`src/rtl/addsub5_seq_ctrl.sv`:
```
// Purpose: handshake/register stage around a 5-bit ripple add/subtract datapath with a running accumulator.
// Latency: 2 cycles from accept to res_valid (operand capture, then result capture). Optional clamp: ADDSUB_SAT_EN.
// Backpressure: one request in flight; in_ready low until the held result is taken via res_valid/res_ready.
module addsub5_seq_ctrl #(
    parameter int               WIDTH    = 5,
    parameter logic [WIDTH-1:0] ACC_INIT = '0
) (
    input  logic             clk,
    input  logic             rst_n,
    input  logic             in_valid,
    output logic             in_ready,
    input  logic [WIDTH-1:0] in_a,
    input  logic [WIDTH-1:0] in_b,
    input  logic             in_sub,
    input  logic             in_acc,
    input  logic             acc_clr,
    output logic             res_valid,
    input  logic             res_ready,
    output logic [WIDTH-1:0] res_sum,
    output logic             res_cout,
    output logic             res_ovf,
    output logic             res_zero,
    output logic [WIDTH-1:0] acc_q
);

    typedef enum logic [1:0] {
        IDLE = 2'd0,
        CALC = 2'd1,
        DONE = 2'd2
    } state_t;

    state_t           state_q, state_d;
    logic             in_ready_q;
    logic [WIDTH-1:0] opa_q, opb_q;
    logic             sub_q;
    logic             res_valid_q, res_valid_d;
    logic [WIDTH-1:0] res_sum_q;
    logic             res_cout_q, res_ovf_q, res_zero_q;
    logic [WIDTH-1:0] acc_d;

    logic             accept;
    logic [WIDTH-1:0] opa_sel;
    logic [WIDTH-1:0] add_sum;
    logic             add_cout;
    logic             carry;
    logic             bx;
    logic             add_ovf;
    logic [WIDTH-1:0] final_sum;

    // in_ready is registered so it stays low throughout reset and rises one edge after release
    assign accept = in_valid && in_ready_q;

    // Operand A source: accumulator (or its cleared value when acc_clr coincides) or in_a
    always_comb begin
        opa_sel = in_a;
        if (in_acc) begin
            opa_sel = acc_clr ? ACC_INIT : acc_q;
        end
    end

    // Ripple-carry adder; subtract is A + ~B + 1 with En feeding the carry-in
    always_comb begin
        add_sum = '0;
        bx      = 1'b0;
        carry   = sub_q;
        for (int i = 0; i < WIDTH; i++) begin
            bx         = opb_q[i] ^ sub_q;
            add_sum[i] = opa_q[i] ^ bx ^ carry;
            carry      = (opa_q[i] & bx) | (opa_q[i] & carry) | (bx & carry);
        end
        add_cout = carry;
    end

    // Signed overflow: effective operands agree in sign but the raw sum does not
    assign add_ovf = (opa_q[WIDTH-1] == (opb_q[WIDTH-1] ^ sub_q)) &&
                     (add_sum[WIDTH-1] != opa_q[WIDTH-1]);

    // Result value seen by res_sum and the accumulator
`ifdef ADDSUB_SAT_EN
    always_comb begin
        final_sum = add_sum;
        if (add_ovf) begin
            final_sum = opa_q[WIDTH-1] ? {1'b1, {(WIDTH-1){1'b0}}}
                                       : {1'b0, {(WIDTH-1){1'b1}}};
        end
    end
`else
    assign final_sum = add_sum;
`endif

    // Next-state and result-valid control
    always_comb begin
        state_d     = state_q;
        res_valid_d = res_valid_q;
        case (state_q)
            IDLE: begin
                if (accept) begin
                    state_d = CALC;
                end
            end
            CALC: begin
                state_d     = DONE;
                res_valid_d = 1'b1;
            end
            DONE: begin
                if (res_ready) begin
                    state_d     = IDLE;
                    res_valid_d = 1'b0;
                end
            end
            default: begin
                state_d     = IDLE;
                res_valid_d = 1'b0;
            end
        endcase
    end

    // Accumulator: load every result, clear takes priority
    always_comb begin
        acc_d = acc_q;
        if (state_q == CALC) begin
            acc_d = final_sum;
        end
        if (acc_clr) begin
            acc_d = ACC_INIT;
        end
    end

    // State, handshake and accumulator registers
    always_ff @(posedge clk or negedge rst_n) begin
        if (!rst_n) begin
            state_q     <= IDLE;
            in_ready_q  <= 1'b0;
            res_valid_q <= 1'b0;
            acc_q       <= ACC_INIT;
        end else begin
            state_q     <= state_d;
            in_ready_q  <= (state_d == IDLE);
            res_valid_q <= res_valid_d;
            acc_q       <= acc_d;
        end
    end

    // Operand capture on accept
    always_ff @(posedge clk or negedge rst_n) begin
        if (!rst_n) begin
            opa_q <= '0;
            opb_q <= '0;
            sub_q <= 1'b0;
        end else if (accept) begin
            opa_q <= opa_sel;
            opb_q <= in_b;
            sub_q <= in_sub;
        end
    end

    // Result capture on CALC->DONE; held until the next operation completes
    always_ff @(posedge clk or negedge rst_n) begin
        if (!rst_n) begin
            res_sum_q  <= '0;
            res_cout_q <= 1'b0;
            res_ovf_q  <= 1'b0;
            res_zero_q <= 1'b0;
        end else if (state_q == CALC) begin
            res_sum_q  <= final_sum;
            res_cout_q <= add_cout;
            res_ovf_q  <= add_ovf;
            res_zero_q <= (final_sum == '0);
        end
    end

    assign in_ready  = in_ready_q;
    assign res_valid = res_valid_q;
    assign res_sum   = res_sum_q;
    assign res_cout  = res_cout_q;
    assign res_ovf   = res_ovf_q;
    assign res_zero  = res_zero_q;

endmodule

```
`config.mk`:
```
export PLATFORM = sky130hd
export DESIGN_NAME = addsub5_seq_ctrl
export DESIGN_NICKNAME = d
export VERILOG_FILES = /design/src/rtl/addsub5_seq_ctrl.sv
export SDC_FILE = /design/constraint.sdc
export NUM_CORES = 1
export LEC_CHECK = 0
export CORE_UTILIZATION = 50
export CTS_CLUSTER_DIAMETER = 150
export DETAILED_ROUTE_END_ITERATION = 7
export PLACE_DENSITY = 0.81
export SLEW_MARGIN = 5
export SYNTH_ARGS = -nofsm -noshare
export SYNTH_HDL_FRONTEND = slang
export SYNTH_SLANG_ARGS = --single-unit
```
`constraint.sdc`:
```
create_clock -name clk -period 8.8 [get_ports clk]
set_clock_uncertainty 0.1 [all_clocks]
set_input_delay 1.76 -clock clk [delete_from_list [all_inputs] [get_ports clk]]
set_output_delay 1.76 -clock clk [all_outputs]
set_load 0.02 [all_outputs]
```
# Yosys cells after proc, flatten, opt, wreduce, memory -nomap -nowiden
# Index checks and enable logic that the tools add are counted.
[word_totals]
latchBits = 0
out_inout_bits = 15
romBits = 0
mem_bits_rw = 0
n_memories = 0
ff_bits = 28
inputBits = 17
word_cells = 73
[op_classes]
addsub = 0
n_eq_ne = 5
n_mul = 0
magnitude_cmp = 0
n_bitwise = 41
reduce_logical = 7
muxes = 9
n_div = 0
shift = 0
[ops]
columns = ["op", "n"]
rows = [
  ["2-to-1 mux 5 bit", 4],
  ["bitwise AND 1 bit", 15],
  ["XOR 1 bit", 15],
  ["bitwise OR 1 bit", 10],
  ["one-hot mux 2 bit (3 select lines)", 1],
  ["zero test 5 bit", 1],
  ["zero test 2 bit", 2],
  ["2-to-1 mux 2 bit", 2],
  ["one-hot mux 1 bit (3 select lines)", 1],
  ["== test 2 x 1 -> 1 bit, second input constant", 1],
  ["== test 2 bit, second input constant", 1],
  ["logical AND 1 bit", 2],
  ["!= test 2 bit, second input constant", 1],
  ["AND reduction 2 bit", 1],
  ["nonzero test 2 bit", 1],
  ["== test 1 bit", 1],
  ["2-to-1 mux 1 bit", 1],
  ["!= test 1 bit", 1],
  ["NOT 1 bit", 1],
]

# Depth between registers and ports, before layout
[depth]
ltp_word = 16
mapped_depth = 8
ltp_nobuf = 7

# Worst setup path before layout
# Ideal clock, no wire load.
[synth_path]
path_type = "reg2reg"
from = "register sub_q"
to = "register res_zero_q, in the netlist res_zero"
path_buffers = 1
synth_period_minus_slack_ns = 2.852
arrival_ns = 2.631
t_required_ns = 8.579
setup_slack_ns = 5.948
setup_time_ns = 0.121
stages_incl_launch_ff = 9
cell_sequence = "dfrtp_1 > buf_2 > xnor2_1 > fa_1 > fa_1 > fa_1 > fa_1 > and4_1 > a22o_1"
[synth_via]
elab_chain_cells = 15
word_cells_on_any_way = 36
cone_classes = "35 x bitwise; 1 x reduce/logical"
[synth_rtl]
columns = ["item", "line", "rtl"]
rows = [
  ["start: declaration", "35", "logic sub_q;"],
  ["start signal: assignment", "153", "sub_q <= in_sub;"],
  ["XOR 1 bit", "67", "bx = opb_q[i] ^ sub_q;"],
  ["bitwise AND 1 bit", "69", "carry = (opa_q[i] & bx) | (opa_q[i] & carry) | (bx & carry);"],
  ["bitwise OR 1 bit (2 in a row)", "69", ""],
  ["bitwise AND 1 bit", "69", ""],
  ["bitwise OR 1 bit (2 in a row)", "69", ""],
  ["bitwise AND 1 bit", "69", ""],
  ["bitwise OR 1 bit (2 in a row)", "69", ""],
  ["bitwise AND 1 bit", "69", ""],
  ["bitwise OR 1 bit (2 in a row)", "69", ""],
  ["XOR 1 bit", "68", "add_sum[i] = opa_q[i] ^ bx ^ carry;"],
  ["zero test 5 bit (*)", "168", "res_zero_q <= (final_sum == '0);"],
  ["end signal: assignment", "168", ""],
  ["end: declaration", "38", "logic res_cout_q, res_ovf_q, res_zero_q;"],
]
# Every way passes the cells marked *; elsewhere a longest branch is shown, timed or not.
# A chain may end at the register's enable or synchronous reset.

# Worst setup path in the final report
[layout_path]
from = "register acc_q[2]"
to = "output port acc_q[2]"
[layout_lines]
columns = ["item", "line", "rtl"]
rows = [
  ["start: declaration", "23", "output logic [WIDTH-1:0] acc_q"],
  ["start signal: assignment", "135", "acc_q <= ACC_INIT;"],
  ["start signal: assignment", "140", "acc_q <= acc_d;"],
]
# No word-level cell between the ends.

==> metrics.yaml <==
synthesis:
  synthDistinctLibCells: 28
  seq_area_frac_synth: 0.552
  synth.ff_latch_count: 28
  ys_warn_count: 0
  synth.avg_cell_area_sq_um: 11.6
  synth_xor_area_frac: 0.0414
  netlist_area_sq_mm: 0.00127
  netlist_instances: 109
  synth_edf_count: 0
  synth_fp_nets: 131
  synthSimpleGateAreaFrac: 0.133
  synth_top_family_by_area: "simple AND/OR/NAND/NOR gates"
  synthFlopType: "dfrtp_1"
  synth.area.mux_share: 0.0611
  synth_compound_gate_area_share: 0.105
  synthAdderAreaFrac: 0.0730
  synthArstFlopShare: 1.00
min_path:
  worstHoldPathType: "register to register"
layout:
  diodes: 0
  final_cells: 169
  final_cell_mix: "clkdlybuf4s50_1, dfrtp_1, nand2_1"
  fill_cells: 199
  nets: 165
  area_delta_synth_final_pct: 27.9
  final_common_cell: "clkdlybuf4s50_1"
  multi_input_area_sq_um: 524
  ff_latch_area_sq_um: 701
  drive_gt1_frac: 0.0993
critical_path:
  r2r_end: "res_zero$_DFFE_PN0P_"
  critPathCaptureType: "output pin"
  cp-startpoint: "acc_q[2]$_DFFE_PN0P_"
  crit_path_end: "acc_q[2]"
  critical-path-slowest-cell: "clkdlybuf4s50_1"
  critPathArrivalTime_ns: 1.35
  cpPeakStageDelay_ns: 0.62
  r2r_cells: 7
  start_kind: "register"
  crit_buf_inv: 1
  criticalPathCategory: "register to output pin"
  cp_top_family: "buffers and inverters"
  path_depth: 1
  r2r_start: "sub_q$_DFFE_PN0P_"
  r2r_setup_slack_ns: 5.80
  path_cells: "clkdlybuf4s50_1"
  path_max_fanout: 3
  cp.required_ns: 6.94
place:
  dp_hpwl_microns: 1900
  dp_slack_ns: 5.73
  numPortBuffers: 31
  gp_congestion: 0.852
  dp_cells: 166
sta:
  slew_viol_final: 0
  slew_headroom: 0.771
  clock.fmax_mhz: 311
  worst_pin_slew_ns: 0.343
  rsz0062_at_grt: "false"
  whs_ns: 0.392
  setup_violations: 0
  final.setup.tns_ns: 0
  fin_crit_ns: 3.21
  period_share: 0.365
  setup_ws_ns: 5.59
  hold_violations: 0
clocking:
  cts-htree-levels: 1
  cts_tree: "yes"
  cts-hold-fix-buffers: 0
  cts_resized: 0
  clock_sinks: 28
  cts-root-buf: "clkbuf_4"
  post-cts-setup-buffers: 0
  cts_made_buffers: 3
  clkSlewWorstSetupHoldPaths_ns: 0.14
  clock_latency_ns: 0.31
  cts_buffer_depth: 2
power:
  seq_power_share: 0.363
  vdd.ir_drop.worst_mv: 0.266
  p_leak_uw: 0.000721
  powerDensity_mw_per_mm2: 395
  power_frac_clock: 0.079
  p_sw_frac: 0.408
  p_total_uw: 641
  switchingPower_uw: 262
  internal-power_uw: 380
  power_frac_comb: 0.558
detailed_routing:
  routed_wl_microns: 2470
  drt-initial-drc-count: 10
  drcViolationCount: 0
  viasPerCell: 5.38
  vias: 909
  firstDrtPassIters: 4
  ant_nets: 0
  wl_per_cell_microns: 14.6
floorplanning:
  start_util: 0.552
  die_area_sq_mm: 0.00274
  ioPinCount: 32
  die_x_microns: 52.4
  coreArea_sq_mm: 0.00230
  die_h_microns: 52.4
  rows: 17
grt:
  grt_use_total: 0.217
  antenna_found_initial: 0
  grt_pass1_wl_microns: 4220
  grt_max_degree: 29
  grt_pass1_vias: 927
  grt-ovfl-total: 0
job:
  cap_violations: 0
status:
  status: "complete, no violations"
## routing by layer
metal	track usage	share of wire
met1	0.261	0.40
met2	0.388	0.53
met3	0.0319	0.066
met4	0.0789	0.0069
met5	0	0
## logic make-up (layout without fill, tap and decap cells)
logic type / Yosys count / after routing
buffers and inverters: 9 / 41
XOR/XNOR: 6 / 6
AND/OR/NAND/NOR: 34 / 34
multiplexers: 7 / 7
AO/OA/AOI/OAI: 20 / 20
flip-flops: 28 / 28
adder cells (fa/ha/maj): 5 / 5
## registers in the layout (all words and copies together) (netlist names)
name	flops
acc_q	5
in_ready	1
opa_q	5
opb_q	5
res_cout	1
res_ovf	1
res_sum	5
res_valid	1
res_zero	1
state_q	2
sub_q	1
## synth_stat cells (2+ instances only)
master     n  area [sq um]
dfrtp_1   28           701
a21oi_1    8          40.0
nor3_1     2          10.0
nand2b_1   4          25.0
nand2_1   17          63.8
mux2_2     6          67.6
o21ai_0    3          15.0
xor2_1     3          26.3
nor2_1     5          18.8
buf_2      2          10.0
xnor2_1    3          26.3
a221oi_1   3          26.3
fa_1       4          80.1
a22oi_1    2          15.0
inv_1      6          22.5
## power groups by stage
stage	clock, uW	sequential (uW)	combinational (uW)
floorplan	0	262	205
global placement	0	233	351
detailed placement	0	236	362
CTS	52.8	233	364
global route	56.2	241	397
finish	50.8	233	358
## worst min path at each step
stage | from | to | slack (ns) | cells past startpoint
floorplan | opa_q[0]$_DFFE_PN0P_ | opa_q[0]$_DFFE_PN0P_ | 0.39 | 2
global placement | res_sum[3]$_DFFE_PN0P_ | res_sum[3]$_DFFE_PN0P_ | 0.36 | 2
detailed placement | res_sum[1]$_DFFE_PN0P_ | res_sum[1]$_DFFE_PN0P_ | 0.36 | 2
CTS | res_sum[1]$_DFFE_PN0P_ | res_sum[1]$_DFFE_PN0P_ | 0.40 | 2
global route | res_sum[1]$_DFFE_PN0P_ | res_sum[1]$_DFFE_PN0P_ | 0.43 | 2
finish | res_sum[1]$_DFFE_PN0P_ | res_sum[1]$_DFFE_PN0P_ | 0.39 | 2
## through the flow
| stage | cell area (sq um) | util |
|---|---|---|
| 2_1_floorplan | 1270 | - |
| 3_3_place_gp | 1600 | 0.697 |
| 3_5_place_dp | 1600 | 0.697 |
| 4_1_cts | 1620 | 0.706 |
| 5_1_grt | 1620 | 0.706 |
| 6_report | 1620 | 0.706 |
## worst reg2reg max path, delay by kind of cell, from the launching register on
kind                       cells  cell delay [ns]
AOI/OAI and AO/OA              1             0.18
xor gates and xnor gates       1             0.19
and+or+nand+nor                1             0.25
adders and majority gates      4             1.70
DFF                            1             0.50
## final cells by class
class / count / share of cell area
Clock buffer: 3 / 0.0139
Timing Repair Buffer: 32 / 0.196
Inverter: 6 / 0.0139
Sequential cell: 28 / 0.432
Tap cell: 28 / 0.0216
Multi-Input combinational cell: 72 / 0.323
(Power assumes the default switching activity.)
